## src/rtl/led_pattern_gen.sv

```systemverilog
// rtl/led_pattern_gen.sv - multi-channel LED pattern generator (optional feature macro: LED_PHASE_SYNC_EN)
module led_pattern_gen #(
    parameter int NUM_CH   = 4,
    parameter int CNT_W    = 26,
    parameter int DEF_HALF = 50000000
) (
    input  logic              clk_in,
    input  logic              reset_n,
    input  logic              cfg_we,
    input  logic [4:0]        cfg_ch,
    input  logic [1:0]        cfg_mode,
    input  logic [CNT_W-1:0]  cfg_half,
`ifdef LED_PHASE_SYNC_EN
    input  logic              sync,
`endif
    output logic [NUM_CH-1:0] led,
    output logic [NUM_CH-1:0] done
);

    typedef enum logic [1:0] {
        MODE_OFF     = 2'b00,
        MODE_ON      = 2'b01,
        MODE_BLINK   = 2'b10,
        MODE_ONESHOT = 2'b11
    } mode_t;

    localparam logic [CNT_W-1:0] CNT_ONE  = CNT_W'(1);
    localparam logic [CNT_W-1:0] HALF_DEF = CNT_W'(DEF_HALF);

    mode_t            mode_q [NUM_CH];
    mode_t            mode_d [NUM_CH];
    logic [CNT_W-1:0] half_q [NUM_CH];
    logic [CNT_W-1:0] half_d [NUM_CH];
    logic [CNT_W-1:0] cnt_q  [NUM_CH];
    logic [CNT_W-1:0] cnt_d  [NUM_CH];
    logic [NUM_CH-1:0] led_q, led_d;
    logic [NUM_CH-1:0] done_q, done_d;

    logic             wr_hit;
    logic [CNT_W-1:0] wr_half;
    mode_t            wr_mode;

    assign led  = led_q;
    assign done = done_q;

    // Channel state registers; reset leaves every channel blinking at the default rate.
    always_ff @(posedge clk_in or negedge reset_n) begin
        if (!reset_n) begin
            for (int i = 0; i < NUM_CH; i++) begin
                mode_q[i] <= MODE_BLINK;
                half_q[i] <= HALF_DEF;
                cnt_q[i]  <= CNT_ONE;
            end
            led_q  <= '0;
            done_q <= '0;
        end else begin
            for (int i = 0; i < NUM_CH; i++) begin
                mode_q[i] <= mode_d[i];
                half_q[i] <= half_d[i];
                cnt_q[i]  <= cnt_d[i];
            end
            led_q  <= led_d;
            done_q <= done_d;
        end
    end

    // Per-channel next state: a write beats sync, which beats the terminal-count action.
    always_comb begin
        wr_hit  = 1'b0;
        wr_mode = mode_t'(cfg_mode);
        wr_half = (cfg_half == '0) ? CNT_ONE : cfg_half;
        led_d   = led_q;
        done_d  = '0;
        for (int i = 0; i < NUM_CH; i++) begin
            mode_d[i] = mode_q[i];
            half_d[i] = half_q[i];
            cnt_d[i]  = cnt_q[i];
            wr_hit    = cfg_we && (int'(cfg_ch) == i);
            if (wr_hit) begin
                mode_d[i] = wr_mode;
                half_d[i] = wr_half;
                cnt_d[i]  = CNT_ONE;
                led_d[i]  = (wr_mode == MODE_ON) || (wr_mode == MODE_ONESHOT);
            end
`ifdef LED_PHASE_SYNC_EN
            else if (sync && (mode_q[i] == MODE_BLINK)) begin
                cnt_d[i] = CNT_ONE;
                led_d[i] = 1'b0;
            end
`endif
            else begin
                case (mode_q[i])
                    MODE_OFF: begin
                        cnt_d[i] = CNT_ONE;
                        led_d[i] = 1'b0;
                    end
                    MODE_ON: begin
                        cnt_d[i] = CNT_ONE;
                        led_d[i] = 1'b1;
                    end
                    MODE_BLINK: begin
                        if (cnt_q[i] == half_q[i]) begin
                            cnt_d[i] = CNT_ONE;
                            led_d[i] = ~led_q[i];
                        end else begin
                            cnt_d[i] = cnt_q[i] + CNT_ONE;
                        end
                    end
                    default: begin
                        if (cnt_q[i] == half_q[i]) begin
                            cnt_d[i]  = CNT_ONE;
                            led_d[i]  = 1'b0;
                            mode_d[i] = MODE_OFF;
                            done_d[i] = 1'b1;
                        end else begin
                            cnt_d[i] = cnt_q[i] + CNT_ONE;
                        end
                    end
                endcase
            end
        end
    end

endmodule

```

## config.mk

```make
export PLATFORM = sky130hd
export DESIGN_NAME = led_pattern_gen
export DESIGN_NICKNAME = d
export VERILOG_FILES = /design/src/rtl/led_pattern_gen.sv
export SDC_FILE = /design/constraint.sdc
export NUM_CORES = 1
export LEC_CHECK = 0
export CAP_MARGIN = 20
export CORE_MARGIN = 8
export CORE_UTILIZATION = 57
export DETAILED_ROUTE_END_ITERATION = 8
export HOLD_SLACK_MARGIN = 0.03
export PLACE_DENSITY = 0.75
export SYNTH_ARGS = -nofsm -noshare
export SYNTH_HDL_FRONTEND = slang
export SYNTH_SLANG_ARGS = --single-unit
```

## constraint.sdc

```tcl
create_clock -name clk_in -period 4.6 [get_ports clk_in]
set_input_delay 0.46 -clock clk_in [delete_from_list [all_inputs] [get_ports clk_in]]
set_output_delay 0.46 -clock clk_in [all_outputs]
set_load 0.01 [all_outputs]
```

# After elaboration in Yosys (flattened, before gate mapping)
# Index checks and enable logic that the tools add are counted.
dict set report classes {
  n_addsub 4
  n_eq_ne 25
  n_mux 53
  bitwise 4
  n_reduce_logical 35
}
# cell n
set ops {}
lappend ops {{$mux 26} 13}
lappend ops {{$add 26x1->26 const B} 4}
lappend ops {{$eq 26x26->1} 4}
lappend ops {{$logic_not 26->1} 1}
lappend ops {{$mux 1} 24}
lappend ops {{$mux 2} 12}
lappend ops {{$reduce_and 2->1} 8}
lappend ops {{$reduce_bool 4->1} 4}
lappend ops {{$ne 3x3->1 const B} 4}
lappend ops {{$pmux 1 s3} 4}
lappend ops {{$reduce_or 3->1} 4}
lappend ops {{$eq 2x1->1 const B} 5}
lappend ops {{$eq 2x2->1 const B} 5}
lappend ops {{$eq 5x3->1 const B} 2}
lappend ops {{$logic_not 2->1} 4}
lappend ops {{$ne 2x1->1 const B} 4}
lappend ops {{$reduce_bool 2->1} 4}
lappend ops {{$reduce_or 2->1} 4}
lappend ops {{$eq 5x2->1 const B} 1}
lappend ops {{$logic_not 5->1} 1}
lappend ops {{$logic_and 1x1->1} 4}
lappend ops {{$not 1->1} 4}
lappend ops {{$logic_or 1x1->1} 1}
dict set report totals {
  reg_bits 224
  input_bits 36
  output_inout_bits 8
  word_cells 138
}

# Depth between registers and ports, before layout
dict set report logic_depth {
  depth_word 4
  depth_mapped 7
  depth_no_buf 7
}

# Least setup slack after synthesis
# Ideal clock, no wire load.
dict set report synth_timing {
  path_type {register to register}
  from {register cnt_q[78] (netlist name)}
  to {register cnt_q[87] (netlist name)}
  setup_ns 0.120
  arrival_time_ns 1.766
  slack_ns 2.714
  stages_incl_launch_ff 8
  path_buffers 2
  synth_period_minus_slack_ns 1.886
  cell_sequence {dfstp_2 > clkbuf_1 > xor2_1 > nor4_1 > nand3_1 > o211ai_2 > buf_6 > nor2_1}
}
# item line_no
set synth_lines {}
lappend synth_lines {{from (decl)} 34} ;# logic [CNT_W-1:0] cnt_q [NUM_CH];
lappend synth_lines {{from (signal, indexed assignment)} 60} ;# cnt_q[i] <= cnt_d[i];

==> out/summary.log <==
[timing] relative slew slack 0.295
[placed_design] number of port buffers 43
[synthesis] count of synthesis-stage warnings from yosys 0
[layout] growth of design area from synthesis to finish 13.1%
[worst_setup_path] endpoint kind of the worst setup timing path flip-flop
[detailed_routing] overall via count from detail_route 8281
[timing] endpoints failing hold 3
[detailed_routing] 1st-iter DRT viols 604
[power] clock network fraction of design power 0.377
[cts] Setup Buffers After CTS 0
[layout] final layout net count 1297
[timing] Clock Skew 9.83 ps
[power] leakage dissipation 5.99 nW
[power] Tot Pwr 0.00545 W
[worst_setup_path] family with the most delay on the worst path compound AO/OA/AOI/OAI gates
[timing] minimum clock period 2420 ps
[detailed_routing] total DRC errors in the routed layout 0
[detailed_routing] average wire per cell in the routed design 17.2 um
[synthesis] synthesized area per cell 9.34 um^2
[worst_setup_path] Max FO, Critical Path 25
[timing] Max Transition Viols Final 0
[power] switching power total 0.00155 W
[detailed_routing] Vias/cell 5.43
[worst_setup_path] worst reg-to-reg setup slack 2180 ps
[worst_setup_path] logic depth of the worst path, buffers included 5
[placed_design] cell area after placement 0.0119 mm^2
[detailed_routing] number of nets still failing antenna checks after routing 0
[die] I/O Pins 44
[cts] Gates resized, CTS repair 0
[detailed_routing] routed wire length 26.2 mm
[worst_setup_path] CP Capture Point cnt_q[62]$_DFF_PN0_
[grt] all-layer global routing usage 0.221
[run] Max Cap Viol 0
[synthesis] number of enable-type register cells in the synthesized netlist 0
[synthesis] sequential fraction of the synthesis area 0.504
[layout] number of diodes 0
[synthesis] Unique masters post-synth 48
[synthesis] synthesized netlist net count 1262
[die] die height 157 um
[placed_design] half-perimeter wire length after placement 18.1 mm
[worst_setup_path] Worst Setup SP cnt_q[54]$_DFF_PN0_
[timing] ratio of final minimum period to clock period 0.526
[synthesis] Synth Instances 1206
[layout] Final Cell Area 0.0127 mm^2
[timing] sum of negative setup slack 0 ps
[layout] most used cells in the layout excluding fill and tap cells sky130_fd_sc_hd__nand2_1 (342), sky130_fd_sc_hd__dfrtp_1 (168), sky130_fd_sc_hd__nor2_1 (134)
[cts] number of buffers inserted for hold repair after clock tree synthesis 0
[worst_setup_path] crit path launch type flip-flop
[hold_path] Hold WC Path Type in2async
[cts] number of buffers on the longest clock path 3
[layout] area taken by flip-flops and latches 0.00568 mm^2
[placed_design] RD Place Congestion 0.842
[power] internal power 0.00390 W
[power] power per unit of standard cell area 428 mW/mm^2
[worst_setup_path] worst path bufs/invs 0
[worst_setup_path] slowest cell on the critical path sky130_fd_sc_hd__o211ai_2
[worst_setup_path] Data arrival, critical path 2780 ps
[worst_setup_path] slowest stage delay, CP 910 ps
[worst_setup_path] start of the worst register-to-register path cnt_q[54]$_DFF_PN0_
[die] number of rows created at floorplan 51
[detailed_routing] drt pass-1 iters 5
[die] initial core utilization 0.580
[synthesis] post-synthesis sequential element count 224
[timing] Post-Route Hold Slack -19.9 ps
[timing] unrepaired setup endpoints after global routing no
[power] share of power burned in registers 0.464
[layout] filler cell count in the final layout 1593
[layout] layout cells sized above 1 0.104
[power] VDD IR-drop max 0.345 mV
[worst_setup_path] number of cells traversed by the worst register-to-register path 5
[synthesis] area share of the largest cell type after synthesis 0.373
[cts] CTS tree built
[grt] maximum number of pins on one net before global-route repair 117
[synthesis] cell accounting for the most synthesized area sky130_fd_sc_hd__dfrtp_1
[cts] number of clock buffers inserted by TritonCTS 24
[power] fraction of power spent switching nets 0.284
[cts] clk_lat worst skew 520 ps
[status] violations in the final reports negative hold slack
[die] Placeable Area 0.0194 mm^2
[grt] via count of the first global-routing pass 8072
[cts] clock tree root buffer cell sky130_fd_sc_hd__clkbuf_16
[worst_setup_path] endpoint of the worst-slack reg-to-reg timing path cnt_q[62]$_DFF_PN0_
[synthesis] async set or reset register ratio after synthesis 1.00
[worst_setup_path] WP data required 4960 ps
[worst_setup_path] startpoint-to-endpoint class of the critical path reg2reg
[synthesis] predominant post-synthesis flop cell sky130_fd_sc_hd__dfrtp_1
[status] status finished with violations
[cts] CTS clock-pin slew for the worst setup and hold paths 60 ps
[power] Gate power share 0.159
[timing] setup-violating endpoint count in the final report 0
[worst_setup_path] ordered cell list for the critical path xor2_1 -> nor4_1 -> nand4_1 -> o211ai_2 -> nor2_1
[layout] commonest non-fill, non-tap cell in the layout sky130_fd_sc_hd__nand2_1
[layout] Multi-input gate area 0.00527 mm^2
[timing] Tightest Pin Transition 1050 ps
[grt] number of antenna violations at the first check in global routing 0
[die] Total Die Area 0.0245 mm^2
[die] Chip Width 157 um
[cts] depth of the CTS H-tree 1
[cts] clock net sink count 224
[grt] Overflow after GRT 0
[synthesis] Cell Area, Synth 0.0113 mm^2
[timing] f_max 0.413 GHz
[grt] wire length of the first global-routing pass 43.0 mm
[synthesis] cell types occupying the most area after synthesis sky130_fd_sc_hd__dfrtp_1 (37%), sky130_fd_sc_hd__dfstp_2 (13%), sky130_fd_sc_hd__nand2_1 (11%)
worst reg2reg max path: stages, from the launching register on:
cell and delay, ps:
sky130_fd_sc_hd__dfrtp_1 450, sky130_fd_sc_hd__xor2_1 190, sky130_fd_sc_hd__nor4_1 290, sky130_fd_sc_hd__nand4_1 290
sky130_fd_sc_hd__o211ai_2 910, sky130_fd_sc_hd__nor2_1 130
synth_stat cells (17+ instances only):
master                    number
sky130_fd_sc_hd__buf_2        17
sky130_fd_sc_hd__dfrtp_1     168
sky130_fd_sc_hd__dfstp_2      56
sky130_fd_sc_hd__ha_1         20
sky130_fd_sc_hd__inv_1        23
sky130_fd_sc_hd__nand2_1     342
sky130_fd_sc_hd__nand3_1      39
sky130_fd_sc_hd__nand4_1      31
sky130_fd_sc_hd__nor2_1      134
sky130_fd_sc_hd__nor3_1       21
sky130_fd_sc_hd__nor4_1       34
sky130_fd_sc_hd__xnor2_1      79
sky130_fd_sc_hd__xor2_1      121
worst min-delay path by stage:
| stage | startpoint | to | slack [ps] |
|---|---|---|---|
| after floorplan | reset_n | cnt_q[100]$_DFF_PN0_ | 160 |
| after global placement | half_q[38]$_DFFE_PN1N_ | half_q[38]$_DFFE_PN1N_ | 450 |
| after detailed placement | half_q[38]$_DFFE_PN1N_ | half_q[38]$_DFFE_PN1N_ | 450 |
| after CTS | reset_n | cnt_q[80]$_DFF_PN0_ | 40 |
| after global routing | reset_n | cnt_q[80]$_DFF_PN0_ | 60 |
| final | reset_n | cnt_q[80]$_DFF_PN0_ | -20 |
final cells by class:
type                            instances  area share
Multi-Input combinational cell        915       0.414
Inverter                               23     0.00678
Sequential cell                       224       0.446
Timing Repair Buffer                   53      0.0401
Clock inverter                          9     0.00845
Clock buffer                           35      0.0592
Tap cell                              265      0.0260
logic make-up after synthesis:
kind of cell               after synthesis  synth area share
AOI/OAI and AO/OA                       31            0.0193
xor gates and xnor gates               200             0.156
adders and majority gates               20            0.0222
buffers and inverters                   67            0.0286
DFF                                    224             0.504
muxes                                    8           0.00800
and+or+nand+nor                        656             0.262
registers in the layout, indices dropped and copies added, names as in the netlist:
signal and count:
half_q 104, cnt_q 104, mode_q 8, done 4, led 4
per-stage QoR:
| stage | setup WS [ps] | hold WS (ps) | instances | utilization |
|---|---|---|---|---|
| 2_1_floorplan | 2710 | 164 | 1206 | - |
| 3_3_place_gp | 1740 | 448 | 1480 | 0.612 |
| 3_5_place_dp | 1710 | 452 | 1480 | 0.612 |
| 4_1_cts | 2170 | 39.0 | 1524 | 0.657 |
| 5_1_grt | 1940 | 60.8 | 1524 | 0.657 |
| 6_report | 2180 | -19.9 | 1524 | 0.657 |
power groups by stage:
stage	sequential (W)	combinational [W]	clock, W
4_1_cts	0.00253	0.000876	0.00209
3_3_place_gp	0.00255	0.000839	0
6_report	0.00253	0.000866	0.00206
5_1_grt	0.00256	0.000989	0.00217
2_1_floorplan	0.00248	0.000644	0
3_5_place_dp	0.00256	0.000870	0
layer usage:
metal,track usage,vias to the layer above,routed length (um)
li1,-,3990,-
met1,0.311,4033,11700
met2,0.348,211,12300
met3,0.0309,47,1540
met4,0.0668,0,615
met5,0,-,0
No activity file was read; power rests on OpenSTA's default activity.
